File: src/rtl/dct_pingpong_ctrl.sv
// Sequencer for the 16x16 2-D DCT: accepts pixel rows, steers them into ping-pong
// transpose banks, drains each full bank through the column DCT and tags output rows.
module dct_pingpong_ctrl #(
  parameter int N       = 16,
  parameter int CNT_W   = 4,
  parameter int ROW_LAT = 2,
  parameter int COL_LAT = 2
) (
  input  logic             clk,
  input  logic             rstn,
  input  logic             in_valid,
  output logic             in_ready,
  output logic             flag,
  output logic [1:0]       tp_wr_en,
  output logic [1:0]       tp_rd_en,
  output logic             col_flag,
  output logic             out_valid,
  output logic [CNT_W-1:0] out_row,
  output logic             out_last,
  output logic             busy
);
  typedef enum logic [1:0] {S_EMPTY, S_FILLING, S_FULL, S_DRAINING} bank_state_t;

  localparam logic [CNT_W-1:0] LAST = CNT_W'(N - 1);

  bank_state_t w_state [2];

  logic               r_wr_bank;
  logic               r_rd_bank;
  logic               r_col_flag;
  logic [CNT_W-1:0]   r_wr_cnt;
  logic [CNT_W-1:0]   r_rd_cnt;
  logic [CNT_W-1:0]   r_land_cnt;
  logic [ROW_LAT-1:0] r_wd_vld;
  logic [ROW_LAT-1:0] r_wd_bank;
  logic [COL_LAT-1:0] r_od_vld;
  logic [CNT_W-1:0]   r_od_row [COL_LAT];

  logic w_xfer;
  logic w_land;
  logic w_land_bank;
  logic w_land_last;
  logic w_rd_go;
  logic w_rd_first;
  logic w_rd_last;

  assign in_ready    = (w_state[r_wr_bank] == S_EMPTY) || (w_state[r_wr_bank] == S_FILLING);
  assign w_xfer      = in_valid && in_ready;
  assign w_land      = r_wd_vld[ROW_LAT-1];
  assign w_land_bank = r_wd_bank[ROW_LAT-1];
  assign w_land_last = w_land && (r_land_cnt == LAST);
  // The bank under rd_bank is the only one that can drain; it starts as soon as it is FULL.
  assign w_rd_go     = (w_state[r_rd_bank] == S_FULL) || (w_state[r_rd_bank] == S_DRAINING);
  assign w_rd_first  = w_rd_go && (w_state[r_rd_bank] == S_FULL);
  assign w_rd_last   = w_rd_go && (r_rd_cnt == LAST);

  for (genvar gi = 0; gi < 2; gi++) begin : g_bank
    bank_state_t r_bstate;
    bank_state_t w_bstate_next;

    always_comb begin
      w_bstate_next = r_bstate;
      case (r_bstate)
        S_EMPTY:    if (w_xfer && (r_wr_bank == 1'(gi))) w_bstate_next = S_FILLING;
        S_FILLING:  if (w_land_last && (w_land_bank == 1'(gi))) w_bstate_next = S_FULL;
        S_FULL:     if (w_rd_go && (r_rd_bank == 1'(gi)))
                      w_bstate_next = w_rd_last ? S_EMPTY : S_DRAINING;
        S_DRAINING: if (w_rd_last && (r_rd_bank == 1'(gi))) w_bstate_next = S_EMPTY;
        default:    w_bstate_next = S_EMPTY;
      endcase
    end

    always_ff @(posedge clk or negedge rstn) begin
      if (!rstn) r_bstate <= S_EMPTY;
      else       r_bstate <= w_bstate_next;
    end

    assign w_state[gi]  = r_bstate;
    assign tp_wr_en[gi] = w_land && (w_land_bank == 1'(gi));
    assign tp_rd_en[gi] = w_rd_go && (r_rd_bank == 1'(gi));
  end

  always_ff @(posedge clk or negedge rstn) begin
    if (!rstn) begin
      r_wr_bank <= 1'b0;
      r_wr_cnt  <= '0;
    end else if (w_xfer) begin
      r_wr_cnt <= (r_wr_cnt == LAST) ? '0 : r_wr_cnt + CNT_W'(1);
      if (r_wr_cnt == LAST) r_wr_bank <= ~r_wr_bank;
    end
  end

  // The bank id rides along with each row so a late write cannot follow a toggled wr_bank.
  always_ff @(posedge clk or negedge rstn) begin
    if (!rstn) begin
      r_wd_vld   <= '0;
      r_wd_bank  <= '0;
      r_land_cnt <= '0;
    end else begin
      r_wd_vld[0]  <= w_xfer;
      r_wd_bank[0] <= r_wr_bank;
      for (int i = 1; i < ROW_LAT; i++) begin
        r_wd_vld[i]  <= r_wd_vld[i-1];
        r_wd_bank[i] <= r_wd_bank[i-1];
      end
      if (w_land) r_land_cnt <= (r_land_cnt == LAST) ? '0 : r_land_cnt + CNT_W'(1);
    end
  end

  always_ff @(posedge clk or negedge rstn) begin
    if (!rstn) begin
      r_rd_bank  <= 1'b0;
      r_rd_cnt   <= '0;
      r_col_flag <= 1'b0;
    end else begin
      if (w_rd_go) begin
        r_rd_cnt <= w_rd_last ? '0 : r_rd_cnt + CNT_W'(1);
        if (w_rd_last) r_rd_bank <= ~r_rd_bank;
      end
      if (w_rd_first) r_col_flag <= ~r_col_flag;
    end
  end

  always_ff @(posedge clk or negedge rstn) begin
    if (!rstn) begin
      r_od_vld <= '0;
      for (int i = 0; i < COL_LAT; i++) r_od_row[i] <= '0;
    end else begin
      r_od_vld[0] <= w_rd_go;
      r_od_row[0] <= r_rd_cnt;
      for (int i = 1; i < COL_LAT; i++) begin
        r_od_vld[i] <= r_od_vld[i-1];
        r_od_row[i] <= r_od_row[i-1];
      end
    end
  end

  assign flag      = ~r_wr_bank;
  assign col_flag  = r_col_flag;
  assign out_valid = r_od_vld[COL_LAT-1];
  assign out_row   = r_od_row[COL_LAT-1];
  assign out_last  = out_valid && (out_row == LAST);
  assign busy      = (w_state[0] != S_EMPTY) || (w_state[1] != S_EMPTY) ||
                     (|r_wd_vld) || (|r_od_vld);

endmodule
File: config.mk
export PLATFORM = sky130hd
export DESIGN_NAME = dct_pingpong_ctrl
export DESIGN_NICKNAME = d
export VERILOG_FILES = /design/src/rtl/dct_pingpong_ctrl.sv
export SDC_FILE = /design/constraint.sdc
export NUM_CORES = 1
export LEC_CHECK = 0
export CAP_MARGIN = 20
export CELL_PAD_IN_SITES_DETAIL_PLACEMENT = 0
export CELL_PAD_IN_SITES_GLOBAL_PLACEMENT = 1
export CORE_MARGIN = 2
export CORE_UTILIZATION = 38
export CTS_CLUSTER_DIAMETER = 200
export DETAILED_ROUTE_END_ITERATION = 6
export GPL_ROUTABILITY_DRIVEN = 0
export PLACE_DENSITY_LB_ADDON = 0.1
export REMOVE_ABC_BUFFERS = 1
export SLEW_MARGIN = 20
export SYNTH_ARGS = -nofsm -noshare
export SYNTH_HDL_FRONTEND = slang
export SYNTH_SLANG_ARGS = --single-unit
File: constraint.sdc
create_clock -name clk -period 1.2 [get_ports clk]
set_input_delay 0.24 -clock clk [delete_from_list [all_inputs] [get_ports clk]]
set_output_delay 0.24 -clock clk [all_outputs]
set_load 0.02 [all_outputs]
# [After elaboration in Yosys (flattened, before gate mapping)]
# Index checks and enable logic that the tools add are counted.
[op_classes] n_addsub=3 magnitude_cmp=2 n_eq_ne=21 muxes=20 bitwise=6 reduce_logical=31
[op_table] op="$mux W2" count=15
[op_table] op="$eq A4 B4 Y1 const B" count=4
[op_table] op="$ne A2 B2 Y1 const B" count=8
[op_table] op="$pmux W2 S4" count=2
[op_table] op="$logic_and A1 B1 Y1" count=15
[op_table] op="$add A4 B1 Y4 const B" count=3
[op_table] op="$eq A2 B2 Y1 const B" count=6
[op_table] op="$mux W4" count=3
[op_table] op="$reduce_and A4 Y1" count=2
[op_table] op="$eq A2 B1 Y1 const B" count=3
[op_table] op="$logic_not A2 Y1" count=3
[op_table] op="$logic_or A1 B1 Y1" count=5
[op_table] op="$ge A2 B2 Y1 const B" count=2
[op_table] op="$not A1 Y1" count=4
[op_table] op="$not A1 Y2" count=2
[op_table] op="$reduce_and A2 Y1" count=2
[op_table] op="$reduce_bool A2 Y1" count=2
[op_table] op="$reduce_or A2 Y1" count=2
[word_totals] ff_bits=33

# [Logic depth before layout (Yosys ltp)]
[depth] depth_word=10 ltp_mapped=4 mapped_depth_nobuf=4

# [Least setup slack after synthesis]
# No wires, ideal clock.
[synth_timing] path_type="flip-flop to flip-flop" from="reg r_wr_bank" to="reg r_wr_cnt[0]" t_arrival_ps=1367 required_ps=1073 slack_ps=-294 stages_incl_launch_ff=4 period_less_slack_ps=1494 path_cell_list="dfrtp_1 mux2i_2 nand2_2 mux2_1"
[synth_via] elab_chain_cells=7
[synth_rtl] element="start, declared" line_no="28" rtl="logic r_wr_bank;"
[synth_rtl] element="start signal, assigned" line_no="89" rtl="if (r_wr_cnt == LAST) r_wr_bank <= ~r_wr_bank;"
[synth_rtl] element="$not A1 Y2 (not written as such) (*)" line_no="47" rtl="assign in_ready = (w_state[r_wr_bank] == S_EMPTY) || (w_state[r_wr_bank] == S_FILLING);"
[synth_rtl] element="$mux W2 (not written as such) (*) (3 in series)" line_no="47"
[synth_rtl] element="$eq A2 B1 Y1 or $logic_not A2 Y1 (tied branches)" line_no="47"
[synth_rtl] element="$logic_or A1 B1 Y1 (*)" line_no="47"
[synth_rtl] element="named net in_ready" line_no="12" rtl="output logic in_ready,"
[synth_rtl] element="$logic_and A1 B1 Y1 (*)" line_no="48" rtl="assign w_xfer = in_valid && in_ready;"
[synth_rtl] element="end signal, assigned" line_no="88" rtl="r_wr_cnt <= (r_wr_cnt == LAST) ? '0 : r_wr_cnt + CNT_W'(1);"
[synth_rtl] element="end, declared" line_no="31" rtl="logic [CNT_W-1:0] r_wr_cnt;"
# Mark *: on every way through the listed nets, which the timed path passes. The rest lies on a longest branch. The select of a mux whose other input is x is not followed.
# A chain may end at the register's enable or synchronous reset.

# [Worst setup path after layout]
[layout_timing] from="reg g_bank[0].r_bstate[0]" to="out busy"
[layout_via] elab_chain_cells=4
[layout_rtl] element="start, declared" line_no="58" rtl="bank_state_t r_bstate;"
[layout_rtl] element="start signal, assigned" line_no="75" rtl="else r_bstate <= w_bstate_next;"
[layout_rtl] element="$reduce_bool A2 Y1" line_no="143" rtl="assign busy = (w_state[0] != S_EMPTY) || (w_state[1] != S_EMPTY) ||"
[layout_rtl] element="$logic_or A1 B1 Y1 (2 in series)" line_no="143"
[layout_rtl] element="$logic_or A1 B1 Y1" line_no="144" rtl="(|r_wd_vld) || (|r_od_vld);"
[layout_rtl] element="end, declared" line_no="20" rtl="output logic busy"
# No other way between the ends.

==> results.txt <==
----------------------------------------------------
[CTS]
  Maximum buffer depth of the clock tree ... 2
  TritonCTS clock tree ... done
  Root Buffer ... sky130_fd_sc_hd__clkbuf_4
  Hold-fix buffer count after cts ... 0
  Htree depth ... 2
  Number of clock buffers inserted by TritonCTS ... 5
  Clk pin slew, worst setup/hold paths ... 0.11 ns
  Total clock sinks ... 33
  Insertion delay to the later sink of the worst-skew pair ... 0.33 ns

[Global route]
  Maximum number of pins on one net before global-route repair ... 34
  GRT Total Usage ... 0.169
  Final global-route overflow total ... 0
  Vias in the first global route ... 1227
  Antenna violations before repair ... 0
  Global-route wire length before repair ... 5410 um

[Placement]
  Post-placement cell area ... 1770 um2
  Number of buffers inserted by port buffering ... 16
  Placed wire-length estimate after detailed placement ... 1860 um
  Placed insts ... 204
  Setup slack after placement ... -0.404 ns

[Power and ir drop]
  Sum of internal, switching and leakage power ... 5.42 mW
  Pleak ... 1.00 nW
  IR Drop Worst-Case VDD ... 1.18 mV
  PwrDens ... 2510 nW/um2

[STA]
  Post-Route Skew ... 0.0130 ns
  Setup repair after global routing missed its margin ... true
  Max-slew violations ... 0
  Peak clock frequency supported by timing ... 661 MHz
  Final hold violation count ... 0
  Worst-case setup margin in the final layout ... -0.313 ns
  Worst Hold Slack ... 0.265 ns
  Portion of the clock cycle consumed by the worst path in the final layout ... 1.26
  # setup viols final ... 26
  Setup TNS after final layout ... -4.24 ns
  Max_slew headroom ... 0.810
  Tightest Pin Transition ... 0.284 ns
  Final worst path period need ... 1.51 ns

[Final layout]
  Area of all placed cells without fillers ... 2160 um2
  Post-layout instance count excluding filler cells ... 226
  Fraction of layout instances using a drive strength above 1 ... 0.578
  Area delta synth->final ... 60.4%
  Fin util ... 0.641
  Fill cells ... 283
  Antenna diode count ... 0
  Net count, final ... 185

[Floorplanning]
  Core footprint ... 3360 um2
  Initial Util ... 0.400
  Die Outline Area ... 4030 um2
  Width of the die ... 63.5 um
  Cell Rows ... 21
  Number of top-level design ports ... 17
  Die outline height ... 63.5 um

[Setup path]
  Crit Path Max Fanout ... 2
  Required time at the endpoint of the critical path ... 0.96 ns
  Type of the worst setup path ... register to primary output
  Kind of end point of the critical path ... primary output
  Kind of start point of the critical path ... register
  Worst path arrival time ... 1.27 ns

[Route]
  Total iterations of the first detailed-routing run ... 4
  Via count ... 1118
  Total DRC errors in the routed layout ... 0
  Number of DRC violations after detailed-routing iteration 0 ... 33
  Detail-routed net length per standard cell ... 14.3 um
  Total wire length ... 3230 um
  DR vias/cell ... 4.95
  Antenna-violating nets left ... 0

[Logic synthesis]
  Yosys reg bits ... 33
  Post-synthesis instance total ... 116
  Synth warn ... 0
  Count of distinct cell types in the synthesized netlist ... 32
  Avg Synthesized Cell Area ... 11.6 um2
  Portion of the post-synthesis area used by sequential elements ... 0.615
  Summed instance area of the synthesized netlist ... 1340 um2

[Run status]
  Failing checks ... negative setup slack
  Run status ... finished, violations left

[Job]
  Reported max-cap violation count ... 0

[Min path]
  Hold Path Class ... input pin to async pin

----------------------------------------------------
==> cell type report <==
type | count | area (um2) | area share
tap | 46 | 57.6 | 0.0267
clock inverter | 3 | 17.5 | 0.00813
multi-input combinational | 71 | 632 | 0.293
clock buffer | 5 | 37.5 | 0.0174
inverter | 7 | 28.8 | 0.0133
sequential | 33 | 830 | 0.385
timing repair buffer | 61 | 553 | 0.257
==> flip-flops by register name, summed over array words and instances, names as in the netlist <==
signal and flops:
r_rd_bank 1, r_wr_cnt 4, col_flag 1, r_od_row 4, r_rd_cnt 4, out_row 4, r_wd_vld 2, r_land_cnt 4
r_wd_bank 2, r_od_vld 2, r_wr_bank 1, g_bank.r_bstate 4
==> synthesized netlist by cell type, drive strengths merged <==
cell	n	share of area
dfrtp	33	0.61
nand2	9	0.027
inv	7	0.020
nand3	7	0.026
nor2	7	0.020
a21oi	5	0.019
buf	5	0.026
o21ai	5	0.019
mux2	4	0.034
xnor2	4	0.026
and3	3	0.014
ha	3	0.028
nor3	3	0.011
a211oi	2	0.011
a31oi	2	0.0093
mux2i	2	0.018
nand2b	2	0.0093
nand4	2	0.0093
nor4	2	0.0093
a21o	1	0.0056
a311oi	1	0.0065
and2	1	0.0047
nor2b	1	0.0047
nor4b	1	0.0065
o22ai	1	0.0047
o32a	1	0.0074
or2	1	0.0047
xor2	1	0.0065
==> cells by family (layout without fill, tap and decap cells) <==
kind of cell / count (synthesis) / after routing / share of synthesized area
xor+xnor: 5 / 5 / 0.0326
mux: 6 / 6 / 0.0512
buf+inv: 12 / 76 / 0.0456
fa+ha+maj: 3 / 3 / 0.0279
flops: 33 / 33 / 0.615
simple gates: 39 / 39 / 0.146
compound gates: 18 / 18 / 0.0819
==> layout by cell type (no fill, tap or decap), types with 3 or more instances in the layout <==
cell / count
sky130_fd_sc_hd__buf_6: 24
sky130_fd_sc_hd__nand2_1: 6
sky130_fd_sc_hd__nand3_2: 3
sky130_fd_sc_hd__buf_2: 5
sky130_fd_sc_hd__dfrtp_2: 3
sky130_fd_sc_hd__buf_4: 29
sky130_fd_sc_hd__xnor2_1: 4
sky130_fd_sc_hd__nand3_1: 4
sky130_fd_sc_hd__nor2_1: 6
sky130_fd_sc_hd__a21oi_1: 3
sky130_fd_sc_hd__clkbuf_4: 5
sky130_fd_sc_hd__inv_2: 3
sky130_fd_sc_hd__mux2_4: 3
sky130_fd_sc_hd__dfrtp_1: 30
sky130_fd_sc_hd__inv_1: 3
==> layer usage <==
| metal | share of wire | global-route usage | routed length, um |
|---|---|---|---|
| met5 | 0 | 0 | 0 |
| met4 | 0.012 | 0.0543 | 40 |
| met3 | 0.043 | 0.0411 | 139 |
| met2 | 0.52 | 0.293 | 1670 |
| met1 | 0.43 | 0.207 | 1380 |
==> critical path: stages, from the launching register on <==
cell	delay, ns
sky130_fd_sc_hd__dfrtp_1	0.43
sky130_fd_sc_hd__nor4_4	0.27
sky130_fd_sc_hd__nand2_1	0.10
sky130_fd_sc_hd__buf_6	0.14
==> where the power goes <==
| group | switching (mW) | internal, mW | leakage (nW) |
|---|---|---|---|
| logic | 1.30 | 1.59 | 0.572 |
| clock network | 0.380 | 0.221 | 0.0310 |
| registers | 0.335 | 1.59 | 0.399 |
==> repair_timing <==
action / 4_1_cts / 5_1_grt
buffers inserted: 8 / 11
pin swaps: 9 / 9
endpoints found under the setup margin: 25 / 27
resized for setup: 104 / 34
==> worst paths after layout <==
check,from,to,slack (ns),cells after the start
worst max register to register,g_bank[0].r_bstate[1]$_DFFE_PN0P_,r_wr_cnt[1]$_DFFE_PN0N_,-0.26,6
worst max-delay path,g_bank[0].r_bstate[0]$_DFFE_PN0P_,busy,-0.31,3
max in group asynchronous,rstn,g_bank[0].r_bstate[1]$_DFFE_PN0P_,0.75,2
min in group clk,r_od_row[4]$_DFF_PN0_,out_row[0]$_DFF_PN0_,0.36,0
worst min register to register,r_od_row[4]$_DFF_PN0_,out_row[0]$_DFF_PN0_,0.36,0
worst min-delay path,rstn,r_wr_cnt[1]$_DFFE_PN0N_,0.26,2
Note: power is estimated with default switching activity, not from simulation.
